==> src/rtl/led_duty_sequencer.sv <==
// -----------------------------------------------------------------------------
// led_duty_sequencer
//   Breathing-pattern source for the LED PWM block. One channel at a time, the
//   duty value ramps up to full scale, ramps back down to zero, and then the
//   sequencer moves on to the next channel. Every new (duty, channel) pair is
//   offered downstream over a valid/ready handshake. Ramp speed comes from an
//   internal prescaler.
//
// Optional feature:
//   LED_GAMMA_EN : when defined, duty_out = (lin*lin) >> DUTY_W (a simple
//                  perceptual gamma curve); when undefined, duty_out = lin.
//
// Ports:
//   saatDarbesi : system clock, all logic on the rising edge
//   sifirla_n   : synchronous active-low reset
//   enable      : run; low freezes sequencing (a pending handshake still ends)
//   duty_ready  : downstream accepts the current duty
//   duty_valid  : duty_out/ch_sel hold a pending update
//   duty_out    : duty value for channel ch_sel
//   ch_sel      : channel that duty_out applies to
//   pass_done   : one-cycle pulse when ch_sel wraps N_CH-1 -> 0
// -----------------------------------------------------------------------------
module led_duty_sequencer #(
  parameter int PRESCALE_MAX = 1000000,
  parameter int DUTY_W       = 7,
  parameter int STEP         = 1,
  parameter int N_CH         = 8,
  parameter int CH_W         = 3
) (
  input  logic              saatDarbesi,
  input  logic              sifirla_n,
  input  logic              enable,
  input  logic              duty_ready,
  output logic              duty_valid,
  output logic [DUTY_W-1:0] duty_out,
  output logic [CH_W-1:0]   ch_sel,
  output logic              pass_done
);

  localparam int                PS_W    = (PRESCALE_MAX > 1) ? $clog2(PRESCALE_MAX) : 1;
  localparam logic [PS_W-1:0]   PS_LAST = PS_W'(PRESCALE_MAX - 1);
  localparam logic [DUTY_W:0]   STEP_X  = (DUTY_W+1)'(STEP);
  localparam logic [DUTY_W-1:0] STEP_D  = DUTY_W'(STEP);
  localparam logic [DUTY_W:0]   DMAX_X  = {1'b0, {DUTY_W{1'b1}}};
  localparam logic [DUTY_W-1:0] DMAX_D  = {DUTY_W{1'b1}};
  localparam logic [CH_W-1:0]   CH_LAST = CH_W'(N_CH - 1);

  typedef enum logic [1:0] {
    ST_UP   = 2'd0,
    ST_DOWN = 2'd1,
    ST_ADV  = 2'd2
  } state_t;

  state_t            state_r;
  logic [PS_W-1:0]   ps_r;
  logic [DUTY_W-1:0] lin_r;
  logic [CH_W-1:0]   ch_r;
  logic              valid_r;
  logic              pass_done_r;

  logic              stall_s;
  logic              count_s;
  logic              tick_s;
  logic              xfer_s;
  logic [DUTY_W:0]   up_sum_s;
  logic [DUTY_W-1:0] dn_diff_s;

`ifdef LED_GAMMA_EN
  // Square-law brightness curve: (lin*lin) >> DUTY_W, full product width.
  function automatic logic [DUTY_W-1:0] gamma_map(input logic [DUTY_W-1:0] lin);
    logic [2*DUTY_W-1:0] sq;
    sq = {{DUTY_W{1'b0}}, lin} * {{DUTY_W{1'b0}}, lin};
    return DUTY_W'(sq >> DUTY_W);
  endfunction
`endif

  // Handshake/prescaler qualifiers and the one-step ramp arithmetic.
  always_comb begin
    stall_s   = valid_r & ~duty_ready;
    count_s   = enable & ~stall_s;
    tick_s    = count_s & (ps_r == PS_LAST);
    xfer_s    = valid_r & duty_ready;
    // One extra bit so the upward step can be saturated instead of wrapping.
    up_sum_s  = {1'b0, lin_r} + STEP_X;
    // Only consumed when lin_r > STEP, so it never underflows.
    dn_diff_s = lin_r - STEP_D;
  end

  // Sequencer: prescaler, ramp FSM, channel index and handshake registers.
  always_ff @(posedge saatDarbesi) begin
    if (!sifirla_n) begin
      state_r     <= ST_UP;
      ps_r        <= '0;
      lin_r       <= '0;
      ch_r        <= '0;
      valid_r     <= 1'b0;
      pass_done_r <= 1'b0;
    end else begin
      if (count_s) begin
        ps_r <= tick_s ? '0 : (ps_r + PS_W'(1'b1));
      end else begin
        ps_r <= ps_r;
      end

      pass_done_r <= 1'b0;

      // A tick always produces a fresh update; it can only fire when the
      // previous value is not stalled, so the held value is never overwritten.
      if (tick_s) begin
        valid_r <= 1'b1;
        case (state_r)
          ST_UP: begin
            if (up_sum_s >= DMAX_X) begin
              lin_r   <= DMAX_D;
              state_r <= ST_DOWN;
            end else begin
              lin_r   <= up_sum_s[DUTY_W-1:0];
            end
          end
          ST_DOWN: begin
            if (lin_r <= STEP_D) begin
              lin_r   <= '0;
              state_r <= ST_ADV;
            end else begin
              lin_r   <= dn_diff_s;
            end
          end
          ST_ADV: begin
            lin_r   <= STEP_D;
            state_r <= ST_UP;
            if (ch_r == CH_LAST) begin
              ch_r        <= '0;
              pass_done_r <= 1'b1;
            end else begin
              ch_r        <= ch_r + CH_W'(1'b1);
            end
          end
          default: begin
            lin_r   <= '0;
            state_r <= ST_UP;
          end
        endcase
      end else if (xfer_s) begin
        valid_r <= 1'b0;
      end else begin
        valid_r <= valid_r;
      end
    end
  end

  assign duty_valid = valid_r;
  assign ch_sel     = ch_r;
  assign pass_done  = pass_done_r;
`ifdef LED_GAMMA_EN
  assign duty_out   = gamma_map(lin_r);
`else
  assign duty_out   = lin_r;
`endif

endmodule
==> config.mk <==
export PLATFORM = sky130hd
export DESIGN_NAME = led_duty_sequencer
export DESIGN_NICKNAME = d
export VERILOG_FILES = /design/src/rtl/led_duty_sequencer.sv
export SDC_FILE = /design/constraint.sdc
export NUM_CORES = 1
export LEC_CHECK = 0
export BUFFER_PORTS_ARGS = -buffer_cell sky130_fd_sc_hd__buf_4
export CAP_MARGIN = 20
export CORE_MARGIN = 2
export CORE_UTILIZATION = 53
export CTS_CLUSTER_DIAMETER = 40
export DETAILED_ROUTE_END_ITERATION = 10
export PLACE_DENSITY_LB_ADDON = 0.2
export SETUP_SLACK_MARGIN = 0.05
export SLEW_MARGIN = 20
export SYNTH_ARGS = -nofsm -noshare
export SYNTH_HDL_FRONTEND = slang
export SYNTH_SLANG_ARGS = --single-unit
==> constraint.sdc <==
create_clock -name saatDarbesi -period 1.8 [get_ports saatDarbesi]
set_input_delay 0.45 -clock saatDarbesi [delete_from_list [all_inputs] [get_ports saatDarbesi]]
set_output_delay 0.45 -clock saatDarbesi [all_outputs]
set_load 0.005 [all_outputs]
==> results of run 1 <==
cells by family (layout without fill, tap and decap cells):
logic type               after synthesis  count (layout)  synth area share (%)
multiplexers                           4               4                  2.05
adder cells (fa/ha/maj)                8               8                  4.85
flip-flops                            34              34                  33.8
XOR/XNOR                              20              20                  8.71
AND/OR/NAND/NOR                      123             123                  35.1
buffers and inverters                 16              59                  3.67
AO/OA/AOI/OAI                         32              32                  11.8
registers in the layout, indices dropped and copies added, names as in the netlist:
name        count
pass_done       1
duty_out        7
duty_valid      1
ch_sel          3
state_r         2
ps_r           20
per-layer routing:
metal | share of wire [%] | track usage, %
met4 | 1.5 | 9.38
met1 | 47 | 30.2
met2 | 48 | 36.6
met3 | 3.8 | 5.99
met5 | 0 | 0
critical path, stage by stage, from the launching register on:
cell and delay [ns]:
dfxtp_2 0.32, or4_4 0.55, o31ai_4 0.30, and3b_1 0.23
o211ai_1 0.18, o21ai_2 0.07
cell usage in the layout (no fill, tap or decap), types with 3 or more instances in the layout:
cell type	instances
clkbuf_8	5
and4_1	4
and3_1	4
xnor2_1	8
xor2_1	12
nand2_1	19
nor2_1	30
mux2i_1	3
nor2b_1	6
dfxtp_2	5
and2_1	8
a21oi_1	4
o21a_1	3
o21ai_1	3
nand3_1	8
nor3_2	4
a21oi_2	3
nor3b_1	3
or4_4	3
nand4_1	10
dfxtp_1	28
o211ai_1	4
buf_4	43
ha_1	6
inv_1	6
o21ai_2	3
nor3_1	3
how the worst max path moves through the flow:
stage / start / end / slack (ns)
after floorplan: ps_r[0] / state_r[0] / 0.06
after global placement: duty_ready / duty_out[6] / 0.03
after detailed placement: duty_ready / ch_sel[2] / -0.03
after CTS: ps_r[1] / ch_sel[2] / 0.06
after global routing: duty_out[4] / duty_out[5] / -0.03
final: duty_out[4] / duty_out[6] / 0.04
layout make-up:
class	instances	area, um2	area share (%)
Multi-Input combinational cell	187	1370	53.0
Sequential cell	34	691	26.7
Timing Repair Buffer	45	363	14.0
Clock buffer	7	76.3	2.95
Tap cell	48	60.1	2.32
Inverter	7	26.3	1.01
power by group:
part           internal (uW)  switching (uW)  total, uW
clock                    266             261        527
sequential               755            3.72        758
combinational           22.1            25.0       47.1
total                   1040             290       1330
stage by stage:
stage	instance area (um2)	hold slack, ns
detailed placement	2380	0.531
CTS	2470	0.515
finish	2590	0.517
floorplan	2010	0.493
global placement	2380	0.524
global route	2590	0.518
what timing repair did:
action / in CTS / in global routing
pin swaps: 2 / 13
endpoints found under the setup margin: 26 / 32
cloned: 0 / 0
resized for setup: 4 / 26
hold endpoints to repair: 0 / 0
buffers inserted: 0 / 1
==> run metrics, run 1 <==
Synth cell types=49; FMAX=568 MHz; wire per inst=14.5 um; PwrDens=514 nW/um2; Inserted Diodes=0; P_leak=0.000994 uW; Setup WS pre-CTS=-0.0303 ns; fin. max-slew vios=0; Hold WC Path Type=in2reg; # setup viols final=0; Synth Warn #=0; min-delay src=sifirla_n; max cap viols=0; minimum clock period after layout=1.76 ns; root buf cell=clkbuf_8; Final Instance Count excl. Fillers=328; reg2reg end=duty_out[6]; startpoint types=flip-flop; Final period util=97.7%; Top FF cell, synth=dfxtp_1; r2r worst-path depth=5; Max Root-Sink Buffers=2; synthesized flop and latch total=34; Hold-fix buffers, CTS=0; final hold vios=0; core area=3660 um2; std cell rows=22; ranking of synthesized cells by area=dfxtp_1 34%, nor2_1 6.0%, xor2_1 5.2%; vias in the first global route=1,708; worst-path fanout max=4; reg2reg start=duty_out[4]; status=finished clean; hold depth=2; Util after Layout=70.7%; kind of critical path=reg2reg; post-DP HPWL=3410 um; VDD IR max=0.481 mV; setup TNS=0 ns; final worst clock skew=0.00801 ns; Mapped Nets=248; Sink Count=34; Die Footprint=4300 um2; H-tree Lvls=2; post-DR vias/cell=5.63; Least-Margin Pin Slew=0.490 ns; CTS tree=built; vias=1,847; ANT nets after route=0; Worst R2R Setup Slack=0.04 ns; Post-synth EDFFs=0; area leader, netlist=dfxtp_1; Synth top area share=33.8%; Congestion Overflow GR=0; total CTS buffers=5; async set-reset flop share out of synthesis=0%; CP required=1.98 ns; Hold Path End=ps_r[0]; most common cell in the netlist=dfxtp_1; FILL cells=302; Nets=291; wirelength, routed=4740 um; Synth Cell Area=2010 um2; First DRT Iteration DRCs=96; register area share after synthesis=33.8%; GR Util All Layers=23.2%; post-synthesis cell count=237; share of layout cells above drive strength 1=32.5%; RSZ-0062 raised after global routing=true; num ports=16; GPL Wtd Cong=0.831; Tot Pwr=1330 uW; DR DRC count=0; DRT Pass-1 Iters=4; Die X=65.6 um; post-synthesis area per instance=8.49 um2; Port Buffers=15; Area growth syn-to-layout=28.7%; initial antenna violation count=0; maximum number of pins on one net before global-route repair=20; later-pin clock latency in the skew report=0.28 ns; Critical Path AT=1.94 ns; clk slew on worst S/H paths=0.07 ns; Initial Utilization=55.0%; first-pass GRT wire length=7670 um; Post-synth top cells=34 x dfxtp_1, 32 x nor2_1, 19 x nand2_1; CP endpoint kind=flip-flop; headroom to the max-slew limit=67.1%; Die Y=65.6 um; placed cell count=320; worst setup margin=0.0408 ns
Power figures use the tool's default switching activity.
==> run 2: changes to the inputs <==
ABC_AREA = 1   (was default)
CORE_UTILIZATION = 54   (was 53)
==> run metrics, run 2 <==
Post-synth EDFFs=0; Most flops, register=ps_r; Congestion Overflow GR=0; # Post-CTS Setup Buffers=0; vias=2,195; most common cell after layout, fill and taps aside=nand2_1; worst-path fanout max=6; worst setup margin=0.117 ns; Critical Path AT=1.87 ns; CP bufs+invs=3; synthesized flop and latch total=34; Synth Cell Area=2190 um2; maximum number of pins on one net before global-route repair=13; GPL Wtd Cong=0.916; Area growth syn-to-layout=21.3%; final hold vios=0; reg2reg start=duty_out[0]; Synth Warn #=0; CP Cell Sequence=buf_4 -> inv_1 -> ha_1 -> inv_1 -> nor2_1 -> nand2_1 -> nor2_1 -> nand2_2 -> nand3_2 -> nand3_1 -> nand2_1 -> a21oi_2; Port Buffers=15; Post-synth top cells=82 x nand2_1, 41 x inv_1, 34 x dfxtp_1; DRT Pass-1 Iters=4; max FFs per register=20; placed cell count=408; Inserted Diodes=0; crit-path leading delay family=simple AND/OR/NAND/NOR gates; Final period util=93.5%; post-DP HPWL=4080 um; area leader, netlist=dfxtp_1; fin. max-slew vios=0; status=finished clean; vias in the first global route=1,935; CTS resizes=0; PwrDens=574 nW/um2; wire per inst=13.0 um; FILL cells=349; Initial Utilization=55.7%; P_leak=0.00112 uW; ANT nets after route=0; post-DR vias/cell=5.28; slowest stage cell, crit path=dfxtp_2; Setup WS pre-CTS=0.0685 ns; later-pin clock latency in the skew report=0.29 ns; std cell rows=23; kind of critical path=reg2reg; Hold-fix buffers, CTS=0; ranking of synthesized cells by area=dfxtp_1 31%, nand2_1 14%, inv_1 7.0%; minimum clock period after layout=1.68 ns; share of layout cells above drive strength 1=22.7%; # setup viols final=0; Max stage delay on crit path=0.34 ns; total CTS buffers=5; GR Util All Layers=25.8%; Die Footprint=4590 um2; max cap viols=0; First DRT Iteration DRCs=135; Mapped Nets=337; min-delay src=sifirla_n; initial antenna violation count=0; post-synthesis cell count=326; H-tree Lvls=2; Least-Margin Pin Slew=0.476 ns; Sink Count=34; wirelength, routed=5390 um; CP required=1.99 ns; Die Y=67.8 um; root buf cell=clkbuf_8; CTS tree=built; critical path launch point=duty_out[0]; first-pass GRT wire length=8830 um; clk slew on worst S/H paths=0.08 ns; num ports=16; Nets=376; FMAX=594 MHz; Top FF cell, synth=dfxtp_1; most frequent cells in the layout=79 x nand2_1, 41 x inv_1, 36 x buf_4; VDD IR max=0.418 mV; Final Instance Count excl. Fillers=416; multi-input logic area=1360 um2; async set-reset flop share out of synthesis=0%; Die X=67.8 um; Synth top area share=31.0%; most common cell in the netlist=nand2_1; Synth cell types=37; Hold WC Path Type=in2reg; final worst clock skew=0.00924 ns; post-synthesis area per instance=6.73 um2; Reg area=684 um2; register area share after synthesis=31.0%; CP endpoint kind=flip-flop; Max Root-Sink Buffers=2; core area=3940 um2; Hold WS=0.425 ns; Worst R2R Setup Slack=0.12 ns; startpoint types=flip-flop; DR DRC count=0; headroom to the max-slew limit=68.2%
-- run 2: cell families after synthesis --
group | after synthesis | share of synthesized area (%)
AOI/OAI and AO/OA | 44 | 11.1
xor gates and xnor gates | 6 | 2.39
adders and majority gates | 7 | 3.99
buffers and inverters | 48 | 8.89
DFF | 34 | 31.0
and+or+nand+nor | 187 | 42.6
-- run 2: final timing paths --
check                           cells after the start          to
worst max-delay path                               12  state_r[0]
worst min-delay path                                3     ps_r[0]
worst max register to register                     12  state_r[0]
worst min register to register                      2    ps_r[19]
-- run 2: layer usage --
layer	routed length, um	part of all wire (%)	vias to the layer above	global-route usage [%]
met5	0	0	-	0
met4	55	1.0	0	9.18
met1	2410	45	1006	31.8
li1	-	-	1146	-
met2	2750	51	39	44.7
met3	179	3.3	4	4.50
-- run 2: per-stage QoR --
step | utilization (%) | TNS, ns | cell area, um2 | total power, uW
floorplan | - | 0 | 2190 | 808
global placement | 63.5 | 0 | 2500 | 833
detailed placement | 63.5 | 0 | 2500 | 834
CTS | 66.4 | 0 | 2620 | 1550
global route | 67.5 | -0.00250 | 2660 | 1580
finish | 67.5 | 0 | 2660 | 1530
-- run 2: report_power, final --
part / internal [uW] / total, uW / switching, uW
registers: 755 / 758 / 2.84
logic: 22.6 / 59.0 / 36.4
clock network: 412 / 710 / 298
-- run 2: final cells by class --
| class | count | area share, % |
|---|---|---|
| Multi-Input combinational cell | 244 | 51.1 |
| Sequential cell | 34 | 25.7 |
| Timing Repair Buffer | 36 | 10.2 |
| Inverter | 44 | 6.39 |
| Clock buffer | 5 | 2.59 |
| Tap cell | 50 | 2.35 |
| Clock inverter | 3 | 1.69 |
-- run 2: worst min-delay path, cell delays in order --
cell and delay, ns:
buf_4 0.14, nand2_1 0.06, nor2_1 0.03
